## src/rtl/mips_fetch_pkg.sv

```systemverilog
// Shared types and helpers for the MIPS instruction fetch front end.
package mips_fetch_pkg;

  localparam int unsigned INSTR_W         = 32;
  localparam int unsigned BYTES_PER_INSTR = 4;
  localparam int unsigned LANE_W          = 2;

  typedef enum logic [2:0] {
    F0   = 3'd0,
    F1   = 3'd1,
    F2   = 3'd2,
    F3   = 3'd3,
    HOLD = 3'd4
  } fetch_state_t;

  typedef struct packed {
    logic [INSTR_W-1:0] pc;
    logic [INSTR_W-1:0] instr;
  } fetch_word_t;

  function automatic logic [INSTR_W-1:0] align_pc(input logic [INSTR_W-1:0] pc);
    return {pc[INSTR_W-1:2], 2'b00};
  endfunction

  // Byte offset within the instruction that a fetch state reads.
  function automatic logic [LANE_W-1:0] state_offset(input fetch_state_t s);
    logic [LANE_W-1:0] off;
    case (s)
      F1:      off = 2'd1;
      F2:      off = 2'd2;
      F3:      off = 2'd3;
      default: off = 2'd0;
    endcase
    return off;
  endfunction

endpackage

```

## src/rtl/fetch_word_assembler.sv

```systemverilog
// Four-lane byte register that assembles one instruction word from byte reads.
module fetch_word_assembler
  import mips_fetch_pkg::*;
(
  input  logic               clk,
  input  logic               reset,
  input  logic               clear_i,
  input  logic               wr_en_i,
  input  logic [LANE_W-1:0]  lane_i,
  input  logic [7:0]         byte_i,
  output logic [INSTR_W-1:0] word_c_o
);

  logic [INSTR_W-1:0] word_q;

  // Stored word with this cycle's byte already merged in, so the last lane can be used on the same edge.
  always_comb begin
    word_c_o = word_q;
    if (wr_en_i) word_c_o[{lane_i, 3'b000} +: 8] = byte_i;
  end

  always_ff @(posedge clk) begin
    if (reset || clear_i) word_q <= '0;
    else                  word_q <= word_c_o;
  end

endmodule

```

## src/rtl/instr_fetch_unit.sv

```systemverilog
// Byte-serial big-endian instruction fetch with valid/ready output and PC redirect.
// Optional PREFETCH_EN: separate output register so fetching of pc+4 overlaps the hand-off.
module instr_fetch_unit
  import mips_fetch_pkg::*;
#(
  parameter int unsigned ADDR_W   = 8,
  parameter logic [31:0] RESET_PC = 32'h0000_0000
) (
  input  logic               clk,
  input  logic               reset,
  output logic [ADDR_W-1:0]  mem_addr,
  input  logic [7:0]         mem_rdata,
  output logic [INSTR_W-1:0] instr_out,
  output logic               instr_valid,
  input  logic               instr_ready,
  output logic [INSTR_W-1:0] pc_out,
  input  logic               redirect_valid,
  input  logic [INSTR_W-1:0] redirect_pc
);

  fetch_state_t       state_q, state_d;
  logic [INSTR_W-1:0] pc_q, pc_d;
  fetch_word_t        out_q, out_d;
  logic               valid_q, valid_d;
  logic [ADDR_W-1:0]  mem_addr_q, mem_addr_d;
  logic               asm_wr, asm_clr;
  logic [LANE_W-1:0]  asm_lane;
  logic [INSTR_W-1:0] asm_word;
  logic               accept;

  assign accept   = valid_q & instr_ready;
  assign asm_lane = ~state_offset(state_q);

  fetch_word_assembler u_asm (
    .clk      (clk),
    .reset    (reset),
    .clear_i  (asm_clr),
    .wr_en_i  (asm_wr),
    .lane_i   (asm_lane),
    .byte_i   (mem_rdata),
    .word_c_o (asm_word)
  );

  always_ff @(posedge clk) begin
    if (reset) state_q <= F0;
    else       state_q <= state_d;
  end

  always_comb begin
    state_d = state_q;
    if (redirect_valid) begin
      state_d = F0;
    end else begin
      case (state_q)
        F0: state_d = F1;
        F1: state_d = F2;
        F2: state_d = F3;
`ifdef PREFETCH_EN
        F3:   state_d = (!valid_q || accept) ? F0 : HOLD;
        HOLD: if (!valid_q || accept) state_d = F0;
`else
        F3:   state_d = HOLD;
        HOLD: if (accept) state_d = F0;
`endif
        default: state_d = F0;
      endcase
    end
  end

  always_comb begin
    pc_d    = pc_q;
    out_d   = out_q;
    valid_d = valid_q;
    asm_wr  = (state_q != HOLD);
    asm_clr = 1'b0;
`ifdef PREFETCH_EN
    if (accept) valid_d = 1'b0;
    // Completed word moves out when the output slot is free; fetching of pc+4 starts at once.
    if ((state_q == F3 || state_q == HOLD) && (!valid_q || accept)) begin
      out_d.instr = asm_word;
      out_d.pc    = pc_q;
      valid_d     = 1'b1;
      pc_d        = pc_q + 32'd4;
    end
`else
    if (state_q == F3) begin
      out_d.instr = asm_word;
      valid_d     = 1'b1;
    end
    if (accept) begin
      valid_d = 1'b0;
      pc_d    = pc_q + 32'd4;
    end
    out_d.pc = pc_d;
`endif
    if (redirect_valid) begin
      pc_d     = align_pc(redirect_pc);
      valid_d  = 1'b0;
      asm_wr   = 1'b0;
      asm_clr  = 1'b1;
      out_d.pc = pc_d;
    end
    mem_addr_d = pc_d[ADDR_W-1:0] + ADDR_W'(state_offset(state_d));
  end

  always_ff @(posedge clk) begin
    if (reset) begin
      pc_q        <= RESET_PC;
      out_q.pc    <= RESET_PC;
      out_q.instr <= '0;
      valid_q     <= 1'b0;
      mem_addr_q  <= RESET_PC[ADDR_W-1:0];
    end else begin
      pc_q       <= pc_d;
      out_q      <= out_d;
      valid_q    <= valid_d;
      mem_addr_q <= mem_addr_d;
    end
  end

  assign mem_addr    = mem_addr_q;
  assign instr_out   = out_q.instr;
  assign pc_out      = out_q.pc;
  assign instr_valid = valid_q;

endmodule

```

## config.mk

```make
export PLATFORM = sky130hd
export DESIGN_NAME = instr_fetch_unit
export DESIGN_NICKNAME = d
export VERILOG_FILES = /design/src/rtl/mips_fetch_pkg.sv /design/src/rtl/fetch_word_assembler.sv /design/src/rtl/instr_fetch_unit.sv
export SDC_FILE = /design/constraint.sdc
export NUM_CORES = 1
export LEC_CHECK = 0
export BUFFER_PORTS_ARGS = -buffer_cell sky130_fd_sc_hd__buf_2
export CORE_MARGIN = 1.5
export CORE_UTILIZATION = 55
export CTS_CLUSTER_SIZE = 10
export DETAILED_ROUTE_END_ITERATION = 6
export GPL_ROUTABILITY_DRIVEN = 0
export PLACE_DENSITY = 0.86
export SLEW_MARGIN = 20
export SYNTH_ARGS = -nofsm -noshare
export SYNTH_HDL_FRONTEND = slang
export SYNTH_SLANG_ARGS = --single-unit
```

## constraint.sdc

```tcl
create_clock -name clk -period 4.6 [get_ports clk]
set_input_delay 0.23 -clock clk [delete_from_list [all_inputs] [get_ports clk]]
set_output_delay 0.23 -clock clk [all_outputs]
set_load 0.005 [all_outputs]
```

==> reports/metrics.cfg <==
[timing]
final-max-slew-violation-count=0
period_minus_slack_ns=2.63
relative_slew_margins_pct=49.1
period_share_pct=57.3
finalSetupViolations=0
setup-tns-final_ns=0
maximum_operating_frequency_mhz=380
finalHoldViolations=0
finalClockSkew_ns=0.0133
final.setup.worst_slack_ns=1.97
hold_slack_ns=0.0837
max_slew.worst_pin.slew_ns=0.757
grt_setup_unrepaired=false

[clock_tree]
cts_max_level=3
cts_sinks=108
postCtsSetupBuffers=0
clk_pin_slew_worst_paths_ns=0.11
cts_inserted_buffers=9
ctsRootBufferMaster=sky130_fd_sc_hd__clkbuf_8
clk_latency_ns=0.38
post_cts_hold_buffer_count=0
tritoncts=built
ctsResizeCount=0
ctsLongestPathBuffers=2

[drt]
post-route-drc-count=0
avgViaCountPerCell=5.66
detail_route.first_pass.iterations=5
finalWirelength_um=11200
route.detailed.wl_per_inst_um=14.9
antenna_violating_nets_post_route=0
drt_iter0_drc=201
via_count=4275

[synthesis]
ys_top_cells_by_area=sky130_fd_sc_hd__dfxtp_1, sky130_fd_sc_hd__a21oi_1, sky130_fd_sc_hd__nor2_1
count_of_mapped_cells_out_of_synthesis=553
ys.warnings.count=0
synth.net_count=606
ys_ff_latch=108
synth_most_common_cell=sky130_fd_sc_hd__dfxtp_1
async_reset_ff_share_pct=0
ys.flop_type=sky130_fd_sc_hd__dfxtp_1
synth_area_leader_cell=sky130_fd_sc_hd__dfxtp_1
syn_avg_cell_area_um2=8.70
number_of_flops_mapped_to_enable_cells_by_yosys=0
portion_of_synthesized_cell_area_occupied_by_the_leading_cell_type_pct=44.9
register_area_share_after_synthesis_pct=44.9
syn_area_mm2=0.00481
synth_top_cells_by_count=sky130_fd_sc_hd__dfxtp_1, sky130_fd_sc_hd__nor2_1, sky130_fd_sc_hd__a21oi_1, sky130_fd_sc_hd__nand2_1
synth_cell_types=57

[floorplanning]
initial_utilization_pct=57.7
die_area_mm2=0.00932
die_h_um=96.5
core_area_mm2=0.00834
core.rowCount=33
top_level_ports=117
die_width_um=96.5

[final_layout]
finalNetCount=698
num_antenna_cells=0
final_area_mm2=0.00555
post-route-util_pct=66.5
layout.filler_cells=699
post_layout_nonfiller_instances=755
syn_to_final_growth_pct=15.3
layout-drive-gt1-share_pct=22.9

[critical_path]
cp_num_cells=6
crit_family=simple AND/OR/NAND/NOR gates
worst_ep_arrival_time_ns=2.92
start_kind=flip-flop
crit_required_ns=4.88
crit_slowest_cell=sky130_fd_sc_hd__nor3b_1
largest_fanout_of_any_net_on_the_critical_path=17
worst-r2r-cell-count=6
regToRegSetupSlack_ns=1.97
worst-path-buf-inv=0
timing.critical_path.to_type=flip-flop
slowest_cell_delay_on_critical_path_ns=0.64
crit-reg2reg-launch=state_q[0]$_SDFF_PP0_
worst_r2r_endpoint=instr_out[26]$_SDFFE_PP0N_
ws_path_type=flip-flop to flip-flop
path_cells=nor2b_2, ha_1, nor3b_1, and3_1, a21oi_1, a211oi_1

[pwr]
power-per-cell-area_mw_per_mm2=313
total_leakage_power_nw=2.40
totalPowerFinal_mw=1.74
max-vdd-ir-drop_mv=0.195

[global_routing]
grt_pass1_vias=3731
grt_antenna_before_repair=0
grt_pass1_wl_um=17700
aggregate_global_route_resource_usage_pct=24.4
globalRouteOverflowTotal=0
grt_max_degree=73

[placement]
preCtsSetupSlack_ns=1.71
hpwl_um=7820
placement.io_buffers=114
placedCellCount=739
placed_cell_area_mm2=0.00534

[hold_path]
hold_start=redirect_pc[9]
hold_class=primary input to flip-flop
number_of_cells_traversed_by_the_worst_hold_path=3
holdPathEnd=pc_out[9]$_SDFFE_PP0P_

[job]
drv.max_cap_violation_count=0

[outcome]
run_status=complete, no violations

## sequential cells by signal (all words and copies together), names as in the netlist
name / cells
mem_addr: 8
instr_valid: 1
instr_out: 32
state_q: 3
u_asm.word_q: 32
pc_out: 32
## kinds of logic after synthesis
group | share of synthesized area [%]
adder cells (fa/ha/maj) | 2.50
multiplexers | 2.13
AO/OA/AOI/OAI | 15.6
buffers and inverters | 5.41
XOR/XNOR | 4.55
AND/OR/NAND/NOR | 24.9
flip-flops | 44.9
## cells in the final DEF, fill, tap and decap left out, types with 12 or more instances in the layout
master / n
sky130_fd_sc_hd__buf_2: 114
sky130_fd_sc_hd__nand2_1: 32
sky130_fd_sc_hd__nor3_1: 15
sky130_fd_sc_hd__a211oi_1: 22
sky130_fd_sc_hd__and3_1: 24
sky130_fd_sc_hd__xor2_1: 12
sky130_fd_sc_hd__xnor2_1: 13
sky130_fd_sc_hd__inv_1: 18
sky130_fd_sc_hd__nand3_1: 24
sky130_fd_sc_hd__a21oi_1: 52
sky130_fd_sc_hd__dfxtp_1: 108
sky130_fd_sc_hd__o21a_1: 12
sky130_fd_sc_hd__nor2_1: 69
## final cells by class
class | instances | area, um2 | area share [%]
multi-input combinational | 391 | 2390 | 43.1
sequential | 108 | 2160 | 39.0
timing repair buffer | 117 | 593 | 10.7
clock buffer | 10 | 138 | 2.48
tap | 105 | 131 | 2.37
inverter | 18 | 67.6 | 1.22
clock inverter | 6 | 65.1 | 1.17
## worst max-delay path by stage
stage	from	to	slack, ns
2_1_floorplan	redirect_valid	mem_addr[7]$_SDFF_PP0_	2.00
3_3_place_gp	state_q[0]$_SDFF_PP0_	instr_out[26]$_SDFFE_PP0N_	1.94
3_5_place_dp	state_q[0]$_SDFF_PP0_	instr_out[20]$_SDFFE_PP0N_	1.71
4_1_cts	state_q[0]$_SDFF_PP0_	instr_out[20]$_SDFFE_PP0N_	1.66
5_1_grt	state_q[0]$_SDFF_PP0_	instr_out[20]$_SDFFE_PP0N_	1.73
6_report	state_q[0]$_SDFF_PP0_	instr_out[26]$_SDFFE_PP0N_	1.97
## power by group
part,switching (mW),internal [mW],total (mW),leakage [nW]
logic,0.0951,0.0725,0.168,1.41
registers,0.0274,0.962,0.990,0.880
clock network,0.353,0.228,0.581,0.104
total,0.476,1.26,1.74,2.40
## worst reg2reg max path: cells and delay by family, from the launching register on
| kind | cells | cell delay (ns) |
|---|---|---|
| AOI/OAI and AO/OA | 2 | 0.34 |
| adders and majority gates | 1 | 0.28 |
| DFF | 1 | 0.43 |
| and+or+nand+nor | 3 | 1.50 |
## layer usage
metal	part of all wire, %	vias up	wire [um]	track usage [%]
met5	0	-	0	0
met4	1.7	0	195	9.42
met3	5.4	18	609	3.99
met2	48	119	5400	39.2
met1	45	2012	5010	32.8
li1	-	2126	-	-
Note: power is estimated with default switching activity, not from simulation.
